File: src/rtl/memory_access_stage.sv
// RV64 MEM stage: issues loads/stores to the D-cache and forwards write-back data downstream.
// Optional macro MEM_MISALIGN_TRAP_EN: misaligned accesses fault instead of reaching the cache.
package memory_access_stage_pkg;
    typedef struct packed {
        logic [6:0] opcode;
        logic [2:0] funct3;
        logic [4:0] rd;
        logic       reg_write;
    } control_signals_struct;
endpackage

module memory_access_stage
    import memory_access_stage_pkg::*;
#(
    parameter int ADDR_W = 64
) (
    input  logic                  clk,
    input  logic                  reset,
    input  logic                  mem_enable,
    input  logic [ADDR_W-1:0]     alu_data_in,
    input  logic [ADDR_W-1:0]     store_data_in,
    input  control_signals_struct control_signals,
    output logic                  busy,
    memory_access_stage_if.master dc,
    output logic [ADDR_W-1:0]     mem_data_out,
    output logic [ADDR_W-1:0]     alu_data_out,
    output control_signals_struct control_signals_out,
    output logic                  misaligned_fault,
    output logic                  memory_done
);
    localparam logic [1:0] S_IDLE = 2'd0;
    localparam logic [1:0] S_REQ  = 2'd1;
    localparam logic [1:0] S_WAIT = 2'd2;
    localparam logic [1:0] S_DONE = 2'd3;

    localparam logic [6:0] OP_LOAD  = 7'b0000011;
    localparam logic [6:0] OP_STORE = 7'b0100011;

    logic [1:0]            state_q, state_d;
    logic [ADDR_W-1:0]     alu_q, alu_d;
    logic [ADDR_W-1:0]     store_q, store_d;
    control_signals_struct ctrl_q, ctrl_d;
    logic [ADDR_W-1:0]     mem_data_q, mem_data_d;
    logic                  fault_q, fault_d;

    logic [2:0]        off;
    logic [7:0]        size_mask;
    logic [15:0]       strb_wide;
    logic [ADDR_W-1:0] raw;
    logic [ADDR_W-1:0] load_ext;
    logic              sext;
    logic              in_is_mem;

    assign off       = alu_q[2:0];
    assign sext      = ~ctrl_q.funct3[2];
    assign in_is_mem = (control_signals.opcode == OP_LOAD) || (control_signals.opcode == OP_STORE);

    always_comb begin
        case (ctrl_q.funct3[1:0])
            2'd0:    size_mask = 8'h01;
            2'd1:    size_mask = 8'h03;
            2'd2:    size_mask = 8'h0F;
            default: size_mask = 8'hFF;
        endcase
    end

    // Bytes past the doubleword fall off the top of the wide shift, and the
    // logical right shift brings in zeros for load bytes beyond it.
    assign strb_wide = {8'h00, size_mask} << off;
    assign raw       = dc.dcache_resp_data >> {off, 3'b000};

    always_comb begin
        case (ctrl_q.funct3[1:0])
            2'd0:    load_ext = {{56{sext & raw[7]}},  raw[7:0]};
            2'd1:    load_ext = {{48{sext & raw[15]}}, raw[15:0]};
            2'd2:    load_ext = {{32{sext & raw[31]}}, raw[31:0]};
            default: load_ext = raw;
        endcase
    end

`ifdef MEM_MISALIGN_TRAP_EN
    logic [2:0] in_size_m1;
    logic       in_misaligned;

    always_comb begin
        case (control_signals.funct3[1:0])
            2'd0:    in_size_m1 = 3'd0;
            2'd1:    in_size_m1 = 3'd1;
            2'd2:    in_size_m1 = 3'd3;
            default: in_size_m1 = 3'd7;
        endcase
    end

    assign in_misaligned = |(alu_data_in[2:0] & in_size_m1);
`endif

    always_comb begin
        state_d    = state_q;
        alu_d      = alu_q;
        store_d    = store_q;
        ctrl_d     = ctrl_q;
        mem_data_d = mem_data_q;
        fault_d    = fault_q;
        case (state_q)
            S_IDLE: begin
                if (mem_enable) begin
                    alu_d      = alu_data_in;
                    store_d    = store_data_in;
                    ctrl_d     = control_signals;
                    mem_data_d = '0;
                    fault_d    = 1'b0;
                    state_d    = S_DONE;
                    if (in_is_mem) begin
`ifdef MEM_MISALIGN_TRAP_EN
                        if (in_misaligned) fault_d = 1'b1;
                        else               state_d = S_REQ;
`else
                        state_d = S_REQ;
`endif
                    end
                end
            end
            S_REQ: begin
                if (dc.dcache_req_ready) state_d = S_WAIT;
            end
            S_WAIT: begin
                if (dc.dcache_resp_valid) begin
                    if (ctrl_q.opcode == OP_LOAD) mem_data_d = load_ext;
                    state_d = S_DONE;
                end
            end
            default: state_d = S_IDLE;
        endcase
    end

    always_ff @(posedge clk) begin
        if (reset) begin
            state_q    <= S_IDLE;
            alu_q      <= '0;
            store_q    <= '0;
            ctrl_q     <= '0;
            mem_data_q <= '0;
            fault_q    <= 1'b0;
        end else begin
            state_q    <= state_d;
            alu_q      <= alu_d;
            store_q    <= store_d;
            ctrl_q     <= ctrl_d;
            mem_data_q <= mem_data_d;
            fault_q    <= fault_d;
        end
    end

    // Request fields are only driven while a request is presented.
    always_comb begin
        dc.dcache_req_valid = (state_q == S_REQ);
        dc.dcache_addr      = '0;
        dc.dcache_we        = 1'b0;
        dc.dcache_wdata     = '0;
        dc.dcache_wstrb     = '0;
        if (state_q == S_REQ) begin
            dc.dcache_addr  = {alu_q[ADDR_W-1:3], 3'b000};
            dc.dcache_we    = (ctrl_q.opcode == OP_STORE);
            dc.dcache_wdata = store_q << {off, 3'b000};
            dc.dcache_wstrb = strb_wide[7:0];
        end
    end

    assign busy                = (state_q != S_IDLE);
    assign memory_done         = (state_q == S_DONE);
    assign mem_data_out        = mem_data_q;
    assign alu_data_out        = alu_q;
    assign control_signals_out = ctrl_q;
    assign misaligned_fault    = fault_q;
endmodule

File: src/rtl/memory_access_stage_if.sv
// D-cache request/response channel between the MEM stage (master) and the data cache (slave).
interface memory_access_stage_if #(
    parameter int ADDR_W = 64
);
    logic              dcache_req_valid;
    logic              dcache_req_ready;
    logic [ADDR_W-1:0] dcache_addr;
    logic              dcache_we;
    logic [ADDR_W-1:0] dcache_wdata;
    logic [7:0]        dcache_wstrb;
    logic              dcache_resp_valid;
    logic [ADDR_W-1:0] dcache_resp_data;

    modport master (
        output dcache_req_valid, dcache_addr, dcache_we, dcache_wdata, dcache_wstrb,
        input  dcache_req_ready, dcache_resp_valid, dcache_resp_data
    );

    modport slave (
        input  dcache_req_valid, dcache_addr, dcache_we, dcache_wdata, dcache_wstrb,
        output dcache_req_ready, dcache_resp_valid, dcache_resp_data
    );
endinterface

File: src/flat_wrapper.sv
// flat-port wrapper written by rule: the top's interface ports become plain ports
module memory_access_stage_flat import memory_access_stage_pkg::*;
#(
    parameter int ADDR_W = 64
)
  (clk, reset, mem_enable, alu_data_in, store_data_in, control_signals, busy, mem_data_out, alu_data_out, control_signals_out, misaligned_fault, memory_done, dc_dcache_req_valid, dc_dcache_addr, dc_dcache_we, dc_dcache_wdata, dc_dcache_wstrb, dc_dcache_req_ready, dc_dcache_resp_valid, dc_dcache_resp_data);
  memory_access_stage_if #(.ADDR_W(ADDR_W)) dc_i ();
  input  logic clk;
  input  logic reset;
  input  logic mem_enable;
  input  logic [ADDR_W-1:0] alu_data_in;
  input  logic [ADDR_W-1:0] store_data_in;
  input  control_signals_struct control_signals;
  output logic busy;
  output logic [ADDR_W-1:0] mem_data_out;
  output logic [ADDR_W-1:0] alu_data_out;
  output control_signals_struct control_signals_out;
  output logic misaligned_fault;
  output logic memory_done;
  output wire logic [$bits(dc_i.dcache_req_valid)-1:0] dc_dcache_req_valid;
  output wire logic [$bits(dc_i.dcache_addr)-1:0] dc_dcache_addr;
  output wire logic [$bits(dc_i.dcache_we)-1:0] dc_dcache_we;
  output wire logic [$bits(dc_i.dcache_wdata)-1:0] dc_dcache_wdata;
  output wire logic [$bits(dc_i.dcache_wstrb)-1:0] dc_dcache_wstrb;
  input wire logic [$bits(dc_i.dcache_req_ready)-1:0] dc_dcache_req_ready;
  input wire logic [$bits(dc_i.dcache_resp_valid)-1:0] dc_dcache_resp_valid;
  input wire logic [$bits(dc_i.dcache_resp_data)-1:0] dc_dcache_resp_data;
  assign dc_dcache_req_valid = dc_i.dcache_req_valid;
  assign dc_dcache_addr = dc_i.dcache_addr;
  assign dc_dcache_we = dc_i.dcache_we;
  assign dc_dcache_wdata = dc_i.dcache_wdata;
  assign dc_dcache_wstrb = dc_i.dcache_wstrb;
  assign dc_i.dcache_req_ready = dc_dcache_req_ready;
  assign dc_i.dcache_resp_valid = dc_dcache_resp_valid;
  assign dc_i.dcache_resp_data = dc_dcache_resp_data;
  memory_access_stage #(.ADDR_W(ADDR_W)) u_core (.clk(clk), .reset(reset), .mem_enable(mem_enable), .alu_data_in(alu_data_in), .store_data_in(store_data_in), .control_signals(control_signals), .busy(busy), .dc(dc_i), .mem_data_out(mem_data_out), .alu_data_out(alu_data_out), .control_signals_out(control_signals_out), .misaligned_fault(misaligned_fault), .memory_done(memory_done));
endmodule
File: config.mk
export PLATFORM = sky130hd
export DESIGN_NAME = memory_access_stage_flat
export DESIGN_NICKNAME = d
export VERILOG_FILES = /design/src/rtl/memory_access_stage.sv /design/src/rtl/memory_access_stage_if.sv /design/src/flat_wrapper.sv
export SDC_FILE = /design/constraint.sdc
export NUM_CORES = 1
export LEC_CHECK = 0
export CAP_MARGIN = 10
export CORE_AREA = 2 2 194 196
export CTS_BUF_LIST = sky130_fd_sc_hd__clkbuf_4
export DETAILED_ROUTE_END_ITERATION = 7
export DIE_AREA = 0 0 196 198
export PLACE_DENSITY_LB_ADDON = 0.08
export REMOVE_ABC_BUFFERS = 1
export SYNTH_ARGS = -nofsm -noshare
export SYNTH_HDL_FRONTEND = slang
export SYNTH_SLANG_ARGS = --single-unit
File: constraint.sdc
create_clock -name clk -period 3.7 [get_ports clk]
set_input_delay 0.74 -clock clk [delete_from_list [all_inputs] [get_ports clk]]
set_output_delay 0.74 -clock clk [all_outputs]
set_load 0.05 [all_outputs]
==> run summary <==
The flow ran to the end, and the final reports show no timing, DRC or antenna violations. The synthesized instance count came out at 1,453. The final setup skew is 49.3 ps. The cell area after synthesis is 11,500 µm². The number of antenna violations at the first check in global routing came out at 10. The arrival time at the worst endpoint is roughly 2800 ps.

The final max-slew violation count came to 0. The count of distinct cell types in the synthesized netlist came out at 56. In this run the static leakage power is just under 7 nW. The area taken by multi-input logic gates is 6830 µm².

The timing-limited maximum frequency came out at 283 MHz. The critical path is of the reg -> out type. In this run the critical register-to-register path is launched from u_core.alu_data_out[0].

Of the total power, registers draw 0.294. In this run the critical register-to-register path is captured at u_core.mem_data_out[52]. At the worst endpoint, the required time is roughly 3000 ps. The portion of the clock cycle consumed by the worst path in the final layout came out at 0.955. The total track usage came out at 0.258.

The synthesized flop and latch total came out at 210. The global-route wire length before repair is 76,500 µm. The total count of hold-check failures in the final report is 0. The area added between synthesis and finish is 57.4%. The placer congestion estimate came out at 0.891. In this run the register-to-register setup slack is just over 600 ps. The worst hold-check path type is reg -> reg.

The source-to-sink clock delay at the later pin of the worst-skew pair is approximately 770 ps. Cell internal power was estimated by the tool at around 5.3 mW. The number of enable-type register cells in the synthesized netlist is 0. For this run, the register share of the synthesized area comes to 0.364. The die covers 38,800 µm². The average footprint of a synthesized cell came out at 7.95 µm². The share of synthesized registers carrying an async set or reset is 0.

The overall routed net length came out at 52,000 µm. The largest fanout on the critical path came out at 20. The headroom to the max-slew limit came out at 0.206. Setup repair after global routing left no endpoint under its margin. Dividing the detail-routed via count by the number of cells gives 5.22.

IR analysis of the VDD net gives a maximum drop of 0.000258 V. Setup violations remaining at the end of the flow were counted as 0. The fraction of post-synthesis cell area in the top cell type by area came out at 0.364. The part of the total power dissipated in the clock network came out at 0.229. The count of yosys warnings during synthesis came out at 0. The transition time of the tightest slew-check pin is 1190 ps. The region available for standard cell placement spans 37,000 µm². The first detailed-routing pass took 6 iterations.

The cell row count is 71. The CTS tree is built. The start point of the worst min-delay path is u_core.mem_data_out[61]. The storage element area came out at approximately 4200 µm². The half-perimeter wire length of the detailed placement result is 36,300 µm.

The count of unresolved DRC violations after routing is 0. The maximum number of buffers from clock root to sink came out at 3. The worst register-to-register path has a depth of 6. The number of H-tree levels came out at 2. The iteration-0 DRC count of the detailed router came out at 847. The worst hold slack across all endpoints is 450 ps. The number of global-route vias before repair is 12.6k. CTS placed an instance of clkbuf_4 at the clock tree root.

The initial core utilization is 0.312. The total power is 9.57 mW. The fraction of layout cells with a size suffix above 1 is 0.143. In this run the power density over the cells is ~530 nW/µm². The floorplan step set the die height to 198 µm. Once detail routing completed, the nets flagged for antenna violations numbered 0.

The hold path depth came out at 2. The post-layout net count is roughly 2.1k. Entering global routing, the biggest net connects 128 pins. The minimum clock period is 3530 ps. The biggest area contributor in the post-synthesis netlist is dfxtp_1. The chip width came out at 196 µm.

The final route contains about 13k vias. After clock tree synthesis, the clock-pin slew on the worst setup and hold paths is 70 ps. The path with the worst hold slack has its endpoint at u_core.mem_data_out[61].

The worst setup path is launched from a flop. The total overflow left after global routing is 0. In the post-synthesis netlist, the biggest area contributors are dfxtp_1 36%, nand2_1 13%, mux2i_1 8.3%.

The count of max-cap constraint violations came out at 0. The total CTS buffers came out at 61. The number of buffer cells added on primary ports is 493.

The average routed wire per standard cell is roughly 21 µm. By count the netlist is led by 390 x nand2_1, 210 x dfxtp_1, 186 x a21oi_1, 96 x mux2i_1, 85 x clkbuf_1. The most used flip-flop cell after synthesis is dfxtp_1.

The switching power summed over all nets is about 4.3 mW. The tree built by TritonCTS fans out to 210 sinks. Of the total power, the share spent switching nets is 0.448. The combinational fraction of design power came out at 0.477. The most frequent cell after synthesis is nand2_1. 498 I/O pins were placed. The count of fill cells added during filler insertion came out at 3,648. The worst setup path is captured at an output port.
## worst max path at each step
| stage | startpoint | cells after the start | endpoint | slack (ps) |
|---|---|---|---|---|
| after global placement | u_core.alu_data_out[0] | 6 | dc_dcache_wdata[60] | 500 |
| final | u_core.alu_data_out[2] | 6 | dc_dcache_wdata[38] | 170 |
| after CTS | u_core.alu_data_out[0] | 6 | dc_dcache_wdata[60] | 7 |
| after detailed placement | u_core.alu_data_out[0] | 6 | u_core.mem_data_out[52] | 460 |
| after global routing | u_core.state_q[1] | 5 | dc_dcache_addr[6] | 0.9 |
| after floorplan | u_core.alu_data_out[1] | 4 | dc_dcache_wstrb[7] | -3380 |
## metrics by stage
stage          area [µm²]  instances   util  setup slack (ps)  TNS [ps]
2_1_floorplan       11000       1328      -             -3380   -299880
3_3_place_gp        17300       2333  0.468               495         0
3_5_place_dp        17300       2333  0.468               458         0
4_1_cts             18100       2440  0.490              6.91         0
5_1_grt             18200       2453  0.492             0.853         0
6_report            18200       2453  0.492               168         0
## logic make-up (layout without fill, tap and decap cells)
logic type      after synthesis  count (layout)  synth area share
compound gates              363             363             0.184
fa+ha+maj                     4               4           0.00433
buf+inv                     136             650            0.0503
flops                       210             210             0.364
mux                         151             151             0.175
other cells                   1              13          0.000325
simple gates                588             588             0.222
## final cells by class
type | count | share of cell area
Multi-Input combinational cell | 1110 | 0.376
Tap cell | 474 | 0.0326
Antenna cell | 9 | 0.00124
Clock inverter | 11 | 0.00241
Inverter | 8 | 0.00165
Sequential cell | 210 | 0.232
Clock buffer | 93 | 0.0384
Timing Repair Buffer | 538 | 0.316
## worst max-delay path, cell delays in order, from the launching register on
cell and delay, ps:
dfxtp_2 350, inv_2 540, buf_4 380, nor3_2 80, buf_4 210, a22o_1 300
buf_12 170
## repair_timing
action	CTS	global route
setup buffers	3	4
endpoints found under the setup margin	117	10
gates resized for setup	8	2
hold buffers	0	0
## registers in the layout, summed over array words and instances, names as in the netlist
| signal | flops |
|---|---|
| u_core.alu_data_out | 64 |
| u_core.control_signals_out | 16 |
| u_core.mem_data_out | 64 |
| u_core.state_q | 2 |
| u_core.store_q | 64 |
## layout by cell type (no fill, tap or decap), drive strengths merged, types with 2 or more instances in the layout
master and count:
clkdlybuf4s50 420, or2 2, buf 112, and3 11, a211o 7, o22ai 8, nor3b 2, dlygate4sd2 6
a221oi 7, nand2b 3, clkbuf 93, nor2b 5, dfxtp 210, nand2 390, a211oi 5, a21o 7
diode 9, nand3 3, nor2 72, o21ai 73, a21oi 186, a2bb2oi 8, conb 4, o2111ai 8
a22oi 16, and2 81, nand3b 9, a32o 9, a22o 7, nor3 2, inv 7, mux2i 96
mux4 39, a31oi 17, mux2 16, ha 4, clkinv 12
## power groups by stage
stage,Clock [mW],Sequential [mW],Combinational [mW]
global route,2.37,2.85,4.86
floorplan,0,3.36,2.24
finish,2.19,2.82,4.56
global placement,0,2.89,4.46
detailed placement,0,2.90,4.48
CTS,2.27,2.82,4.56
## per-layer routing
metal,global-route usage,routed length [µm],vias to the layer above
met5,0,13,-
met2,0.431,25100,572
li1,-,-,6036
met1,0.315,21100,6116
met4,0.112,1610,2
met3,0.0666,4230,83
Note: power is estimated with default switching activity, not from simulation.
